--- config.mk ---
export PLATFORM = sky130hd
export DESIGN_NAME = iomem_sevenseg
export DESIGN_NICKNAME = d
export VERILOG_FILES = /design/src/rtl/iomem_sevenseg_pkg.sv /design/src/rtl/sevenseg_hex_decode.sv /design/src/rtl/iomem_sevenseg.sv
export SDC_FILE = /design/constraint.sdc
export NUM_CORES = 1
export LEC_CHECK = 0
export ABC_AREA = 1
export BUFFER_PORTS_ARGS = -buffer_cell sky130_fd_sc_hd__buf_2
export CAP_MARGIN = 0
export CORE_MARGIN = 5
export CORE_UTILIZATION = 47
export DETAILED_ROUTE_END_ITERATION = 16
export GPL_TIMING_DRIVEN = 0
export PLACE_DENSITY_LB_ADDON = 0.1
export SKIP_CTS_REPAIR_TIMING = 1
export SLEW_MARGIN = 30
export SYNTH_ARGS = -nofsm -noshare
export SYNTH_HDL_FRONTEND = slang
export SYNTH_SLANG_ARGS = --single-unit
--- constraint.sdc ---
create_clock -name clk -period 2.5 [get_ports clk]
set_input_delay 0.75 -clock clk [delete_from_list [all_inputs] [get_ports clk]]
set_output_delay 0.75 -clock clk [all_outputs]
set_load 0.01 [all_outputs]
--- src/rtl/iomem_sevenseg_pkg.sv ---
// ============================================================================
// Module      : iomem_sevenseg_pkg
// Description : Register offsets and CTRL field layout for iomem_sevenseg.
// Revision    : 1.0 - initial release
// ============================================================================
`default_nettype none

package iomem_sevenseg_pkg;

    // Offsets are word indexes, i.e. iomem_addr[7:2].
    localparam logic [5:0] SEVENSEG_DATA = 6'h00;
    localparam logic [5:0] SEVENSEG_CTRL = 6'h01;
    localparam logic [5:0] SEVENSEG_STAT = 6'h02;

    localparam int c_CTRL_EN_BIT   = 0;
    localparam int c_CTRL_DP_LSB   = 4;
    localparam int c_CTRL_BLANK_LSB = 8;

    typedef struct packed {
        logic [3:0] blank;
        logic [3:0] dp;
        logic       en;
    } ctrl_t;

    function automatic logic [31:0] ctrl_to_word(input ctrl_t c);
        logic [31:0] w;
        w = '0;
        w[c_CTRL_EN_BIT]                    = c.en;
        w[c_CTRL_DP_LSB +: 4]               = c.dp;
        w[c_CTRL_BLANK_LSB +: 4]            = c.blank;
        return w;
    endfunction

endpackage

`default_nettype wire

--- src/rtl/sevenseg_hex_decode.sv ---
// ============================================================================
// Module      : sevenseg_hex_decode
// Description : Hex nibble to active-low a..g segment pattern (seg[0] = a).
// Revision    : 1.0 - initial release
// ============================================================================
`default_nettype none

module sevenseg_hex_decode (
    input  logic [3:0] nibble,
    output logic [6:0] seg
);

    always_comb begin
        seg = 7'h7F;
        case (nibble)
            4'h0: seg = 7'h40;
            4'h1: seg = 7'h79;
            4'h2: seg = 7'h24;
            4'h3: seg = 7'h30;
            4'h4: seg = 7'h19;
            4'h5: seg = 7'h12;
            4'h6: seg = 7'h02;
            4'h7: seg = 7'h78;
            4'h8: seg = 7'h00;
            4'h9: seg = 7'h10;
            4'hA: seg = 7'h08;
            4'hB: seg = 7'h03;
            4'hC: seg = 7'h46;
            4'hD: seg = 7'h21;
            4'hE: seg = 7'h06;
            4'hF: seg = 7'h0E;
            default: seg = 7'h7F;
        endcase
    end

endmodule

`default_nettype wire

--- src/rtl/iomem_sevenseg.sv ---
// ============================================================================
// Module      : iomem_sevenseg
// Description : iomem-mapped 4-digit common-anode 7-segment display controller.
// Revision    : 1.0 - initial release
// ============================================================================
`default_nettype none

module iomem_sevenseg
    import iomem_sevenseg_pkg::*;
#(
    parameter logic [7:0] ADDR_HI  = 8'h04,
    parameter int         SCAN_DIV = 50000
) (
    input  logic        clk,
    input  logic        reset,
    input  logic        iomem_valid,
    output logic        iomem_ready,
    input  logic [3:0]  iomem_wstrb,
    input  logic [31:0] iomem_addr,
    input  logic [31:0] iomem_wdata,
    output logic [31:0] iomem_rdata,
    output logic [6:0]  seg,
    output logic        dp,
    output logic [3:0]  an
);

    localparam int              c_PW       = $clog2(SCAN_DIV);
    localparam logic [c_PW-1:0] c_PRE_LAST = c_PW'(SCAN_DIV - 1);

    logic            r_ready;
    logic [31:0]     r_rdata;
    logic [15:0]     r_data;
    ctrl_t           r_ctrl;
    logic [c_PW-1:0] r_pre;
    logic [1:0]      r_digit;
    logic [6:0]      r_seg;
    logic            r_dp;
    logic [3:0]      r_an;

    logic            w_hit;
    logic [5:0]      w_off;
    logic [31:0]     w_rd;
    logic [3:0]      w_nibble;
    logic [6:0]      w_font;
    logic            w_dark;
    logic            w_unused;

    assign w_hit = iomem_valid && !r_ready && (iomem_addr[31:24] == ADDR_HI);
    assign w_off = iomem_addr[7:2];

    assign w_unused = ^{iomem_addr[23:8], iomem_addr[1:0], iomem_wdata[31:16],
                        iomem_wdata[3:1], iomem_wstrb[3:2]};

    always_comb begin
        w_rd = '0;
        case (w_off)
            SEVENSEG_DATA: w_rd = {16'h0000, r_data};
            SEVENSEG_CTRL: w_rd = ctrl_to_word(r_ctrl);
            SEVENSEG_STAT: w_rd = {30'h0, r_digit};
            default:       w_rd = '0;
        endcase
    end

    // Bus and register block: rdata captures the pre-write register value.
    always_ff @(posedge clk or posedge reset) begin
        if (reset) begin
            r_ready <= 1'b0;
            r_rdata <= '0;
            r_data  <= '0;
            r_ctrl  <= '0;
        end else begin
            r_ready <= w_hit;
            r_rdata <= w_hit ? w_rd : 32'h0;
            if (w_hit && (w_off == SEVENSEG_DATA)) begin
                if (iomem_wstrb[0]) r_data[7:0]  <= iomem_wdata[7:0];
                if (iomem_wstrb[1]) r_data[15:8] <= iomem_wdata[15:8];
            end
            if (w_hit && (w_off == SEVENSEG_CTRL)) begin
                if (iomem_wstrb[0]) begin
                    r_ctrl.en <= iomem_wdata[c_CTRL_EN_BIT];
                    r_ctrl.dp <= iomem_wdata[c_CTRL_DP_LSB +: 4];
                end
                if (iomem_wstrb[1]) r_ctrl.blank <= iomem_wdata[c_CTRL_BLANK_LSB +: 4];
            end
        end
    end

    // Scan uses the enable held before this edge, so a CTRL write takes effect next cycle.
    always_ff @(posedge clk or posedge reset) begin
        if (reset) begin
            r_pre   <= '0;
            r_digit <= '0;
        end else if (!r_ctrl.en) begin
            r_pre   <= '0;
            r_digit <= '0;
        end else if (r_pre == c_PRE_LAST) begin
            r_pre   <= '0;
            r_digit <= r_digit + 2'd1;
        end else begin
            r_pre   <= r_pre + 1'b1;
        end
    end

    assign w_nibble = r_data[{r_digit, 2'b00} +: 4];
    assign w_dark   = !r_ctrl.en || r_ctrl.blank[r_digit];

    sevenseg_hex_decode u_hex_decode (
        .nibble (w_nibble),
        .seg    (w_font)
    );

    always_ff @(posedge clk or posedge reset) begin
        if (reset) begin
            r_an  <= 4'hF;
            r_seg <= 7'h7F;
            r_dp  <= 1'b1;
        end else if (w_dark) begin
            r_an  <= 4'hF;
            r_seg <= 7'h7F;
            r_dp  <= 1'b1;
        end else begin
            r_an  <= ~(4'b0001 << r_digit);
            r_seg <= w_font;
            r_dp  <= ~r_ctrl.dp[r_digit];
        end
    end

    assign iomem_ready = r_ready;
    assign iomem_rdata = r_rdata;
    assign seg         = r_seg;
    assign dp          = r_dp;
    assign an          = r_an;

endmodule

`default_nettype wire

### Yosys cells after proc, flatten, opt, wreduce, memory -nomap -nowiden

Memory sizes are Yosys's and may differ from the RTL's.
Index checks and enable logic that the tools add are counted.
W data, S select, Z words.

| cells by class | value |
|---|---|
| $add $sub $neg | 2 |
| order comparisons | 1 |
| equal/unequal tests | 5 |
| shift-type cells | 2 |
| mux-type cells | 13 |
| bitwise gates (word level) | 2 |
| reduce and logical (&&, ||, !) cells | 12 |

Operators with widths:

| kind | count |
|---|---|
| $pmux W16 S3 | 1 |
| $mux W16 | 2 |
| $mux W32 | 1 |
| $add A16 B1 Y16 const B | 1 |
| $eq A16 B16 Y1 const B | 1 |
| $shiftx A16 B5 Y4 | 1 |
| $eq A8 B3 Y1 const B | 1 |
| $reduce_and A2 Y1 | 4 |
| $mux W7 | 1 |
| $eq A6 B1 Y1 const B | 1 |
| $eq A6 B2 Y1 const B | 1 |
| $logic_not A6 Y1 | 1 |
| $bmux W1 S2 | 2 |
| $logic_and A1 B1 Y1 | 4 |
| $mux W2 | 2 |
| $mux W4 | 1 |
| $not A4 Y4 | 1 |
| $shl A1 B2 Y4 const A | 1 |
| $lt A2 B3 Y1 const B | 1 |
| $mux W1 | 3 |
| $add A2 B1 Y2 const B | 1 |
| $logic_not A1 Y1 | 2 |
| $ne A2 B1 Y1 const B | 1 |
| $logic_or A1 B1 Y1 | 1 |
| $not A1 Y1 | 1 |

| word-level totals | value |
|---|---|
| register bits | 88 |
| memory bits (read-only) | 112 |
| input bits | 71 |
| logic and storage cells | 50 |
| memories | 1 |

Memory list:

| memory | words | bits a word | rd ports | clocked after Yosys merged registers in | wr ports | RTL line | RTL |
|---|---|---|---|---|---|---|---|
| (name not given) | 16 | 7 | 1 | 0 | 0 | sevenseg_hex_decode.sv:15 | `case (nibble)` |

### Longest topological paths before layout

| logic depth | value |
|---|---|
| depth in word-level cells | 5 |
| mapped depth | 11 |
| depth with buffers taken out | 10 |

### Cells and area by module

From an unflattened synthesis, not the netlist that was laid out.

| unflattened totals | value |
|---|---|
| cell total of the unflattened synthesis | 472 |
| area, all modules | 3803.6 sq um |

By module, submodules not included:

| module | instances | cells an instance | area an instance (sq um) | seq. area each (sq um) |
|---|---|---|---|---|
| iomem_sevenseg | 1 | 423 | 3529.6 | 1816.7 |
| sevenseg_hex_decode | 1 | 49 | 274.0 | 0.0 |

### Worst setup path after synthesis

No wires, ideal clock.

| timing path | value |
|---|---|
| kind | input to register |
| from | input iomem_addr[26] |
| to | register r_ctrl[8] (netlist bit) |
| data arrival time | 1.527 ns |
| data required time | 2.383 ns |
| slack | 0.855 ns |
| stages on the path | 8 |
| buffers on the path | 1 |
| cells stage by stage | inv_1 -> nor2_1 -> nand3_1 -> nor2_4 -> buf_4 -> nand3_2 -> nand2_1 -> nand2_1 |

| on the way | value |
|---|---|
| cells in the longest elaborated chain, start to end | 4 |

Ends and longest elaborated chain:

| what | RTL line | RTL |
|---|---|---|
| from (decl) | iomem_sevenseg.sv:19 | `input logic [31:0] iomem_addr,` |
| $eq A8 B3 Y1 | iomem_sevenseg.sv:48 | `assign w_hit = iomem_valid && !r_ready && (iomem_addr[31:24] == ADDR_HI);` |
| $logic_and A1 B1 Y1 | iomem_sevenseg.sv:48 |  |
| $logic_and A1 B1 Y1 | iomem_sevenseg.sv:78 | `if (w_hit && (w_off == SEVENSEG_CTRL)) begin` |
| $reduce_and A2 Y1 (no source line) | - |  |
| to (decl) | iomem_sevenseg.sv:33 | `ctrl_t r_ctrl;` |

Every way passes these cells.
A chain may end at the register's enable or synchronous reset.

### Final worst setup path

| timing path | value |
|---|---|
| from | register r_digit[0] |
| to | register r_seg[5] (netlist: seg[5]) |

| on the way | value |
|---|---|
| cells in the longest elaborated chain, start to end | 4 |

Ends and longest elaborated chain:

| what | RTL line | RTL |
|---|---|---|
| from (decl) | iomem_sevenseg.sv:35 | `logic [1:0] r_digit;` |
| from (signal assigned) | iomem_sevenseg.sv:98 | `r_digit <= r_digit + 2'd1;` |
| parallel branches: the longest is 3 deep, another holds $mem_v2 Z16 W7 | - |  |
| $mux W7 (*) | iomem_sevenseg.sv:117 | `end else if (w_dark) begin` |
| to (signal assigned) | iomem_sevenseg.sv:123 | `r_seg <= w_font;` |
| to (decl) | iomem_sevenseg.sv:36 | `logic [6:0] r_seg;` |

Mark *: on every way between the ends. The select of a mux whose other input is x is not followed.

==> run_results.csv <==
group,metric,value,unit
worst_setup_path,crit_fanout,11,
synth,syn_inst,468,
worst_setup_path,cp-startpoint,"r_digit[0]",
worst_setup_path,crit_required,2.77,ns
finish,register_area,1820,um^2
synth,yosys_warnings,0,
synth,synthTopCellsByArea,"dfrtp_1 39%, nand2_1 15%, dfstp_2 8.2%",
route,num_vias,3276,
synth,yosysSeqAreaShare,47.3,%
synth,ys_types,29,
finish,layout_commonest_cell,"nand2_1",
synth,synth-seq-cells,72,
sta,tns,0,ns
global_route,grt_max_degree,25,
finish,layout.cells.non_filler,669,
pwr,max-vdd-ir-drop,234,uV
worst_setup_path,worst_setup_path_start_kind,"flip-flop",
finish,area_growth,22.0,%
worst_setup_path,crit_type,"reg -> reg",
pwr,p_int,1.98,mW
finish,post-route-util,57.9,%
cts,cts_buffers,9,
floorplanning,fp.dieH,100,um
place,pre_cts_ws,0.530,ns
route,routed_wl,8.71,mm
cts,cts_tree,"yes",
hold_path,worst_hold_path_type,"in -> async",
finish,antenna_cells,0,
synth,syn-cell-area,3840,um^2
pwr,switching_share,20.1,%
route,postRouteAntennaNets,0,
global_route,overflow,0,
sta,setup_ws,0.629,ns
worst_setup_path,critical_path_arrival,2.14,ns
route,drc_errors,0,
route,drtIter0Drc,133,
cts,htreeDepth,3,
synth,ys.flop_type,"dfrtp_1",
sta,drv_slew,0,
place,port_buffers,63,
global_route,antenna_found_initial,0,
sta,hold_ws,0.399,ns
global_route,track_usage,18.6,%
floorplanning,core-area,8090,um^2
sta,period_needed,1.87,ns
route,dr.pass1.iters,4,
pwr,power-per-cell-area,528,nW/um^2
sta,clock.fmax,535,MHz
finish,multi_input_area,1740,um^2
place,dp_hpwl,6.74,mm
global_route,grt_pass1_wl,15.0,mm
cts,clk_path_buf_depth,2,
worst_setup_path,reg2reg_depth,11,
finish,final_nets,642,
global_route,grt_pass1_vias,3276,
floorplanning,chipWidth,100,um
finish,finish.instance_area,4690,um^2
synth,yosysTopAreaCell,"dfrtp_1",
sta,period_share,74.8,%
sta,clock_skew,0.0102,ns
synth,synth_edf_count,0,
synth,synthArstFlopShare,100,%
floorplanning,start_util,47.5,%
floorplanning,ios,116,
route,via_per_inst,4.90,
pwr,p_total,2.47,mW
synth,synth_top_area_share,39.1,%
finish,drive_above_1_share,27.0,%
floorplanning,die_area,10100,um^2
cts,cts.sinks,72,
sta,setup_viol,0,
cts,clk_pin_slew,0.08,ns
cts,clock_latency,0.35,ns
route,routedWlPerCell,13.0,um
sta,rsz0062_at_grt,"no",
worst_setup_path,worstReg2RegStart,"r_digit[0]",
place,place_area,4430,um^2
pwr,p_switching,0.498,mW
worst_setup_path,end_kind,"flip-flop",
pwr,seqPwrFrac,47.1,%
sta,hold_viol_final,0,
synth,synth_area_per_cell,8.21,um^2
pwr,p_comb_share,4.9,%
pwr,leakage,2.32,nW
finish,final_cell_mix,"151 x nand2_1, 66 x buf_2, 60 x dfrtp_1",
place,place_inst,654,
job,cap_violations,0,
floorplanning,num_rows,33,
finish,nFillCells,792,
place,gp_congestion,0.902,
status,status,"completed",
pwr,p_clk_share,48.0,%
cts,cts-root-buf,"clkbuf_8",
worst paths after layout:
path	to	slack, ns
min reg2reg	r_pre[0]	0.46
max	seg[5]	0.63
min in group clk	r_pre[0]	0.46
max in group asynchronous	seg[1]	1.24
min	iomem_rdata[8]	0.40
max reg2reg	seg[5]	0.63
synthesized netlist by cell type, types with 2 or more instances:
cell type and n:
nand2_2 2, dfrtp_1 60, buf_2 3, nor2_4 3
nand4_1 31, buf_6 3, nand3_4 3, xor2_1 3
ha_1 11, inv_1 30, xnor2_1 2, buf_4 19
a21oi_1 11, nand3_2 11, nand2_4 2, dfstp_2 12
inv_4 3, inv_2 3, nand3_1 34, nand2_1 151
nor2_1 57, nor2_2 6, clkbuf_1 2
critical path, stage by stage (launching register included):
cell,delay [ns]
dfrtp_1,0.49
inv_2,0.10
buf_6,0.16
nand2_1,0.06
nand3_1,0.10
nand2_1,0.21
inv_1,0.11
ha_1,0.23
nand3_1,0.13
nand2_1,0.07
nand2_1,0.07
nand3_2,0.06
layer usage:
metal,vias up,wire length [um],GRT usage (%)
met4,0,134,6.63
met2,86,4060,29.8
met3,13,381,4.03
li1,1656,-,-
met5,-,0,0
met1,1521,4130,25.0
power groups by stage:
stage / registers, mW / clock network [mW] / logic, mW
after global placement: 1.19 / 0 / 0.104
after CTS: 1.17 / 1.21 / 0.122
after floorplan: 1.19 / 0 / 0.0627
after detailed placement: 1.19 / 0 / 0.121
final: 1.17 / 1.19 / 0.121
after global routing: 1.17 / 1.25 / 0.136
state kept, by name, summed over array words and instances (netlist names):
name and flops:
iomem_rdata 16, r_data 16, r_pre 16, r_ctrl 9
seg 7, an 4, r_digit 2, dp 1
iomem_ready 1
final cells by class:
cell class                      count  area share (%)
Sequential cell                    72            38.8
Clock inverter                      6            2.83
Buffer                             27            4.24
Clock buffer                        9            2.64
Multi-Input combinational cell    348            37.1
Timing Repair Buffer               66            8.49
Inverter                           36            3.12
Tap cell                          105            2.80
kinds of logic after synthesis:
group | after synthesis | share of synthesized area (%)
compound gates | 13 | 1.69
xor+xnor | 5 | 1.14
fa+ha+maj | 11 | 3.58
buf+inv | 63 | 8.89
flops | 72 | 47.3
other cells | 1 | 0.0976
simple gates | 303 | 37.3
Power figures use the tool's default switching activity.
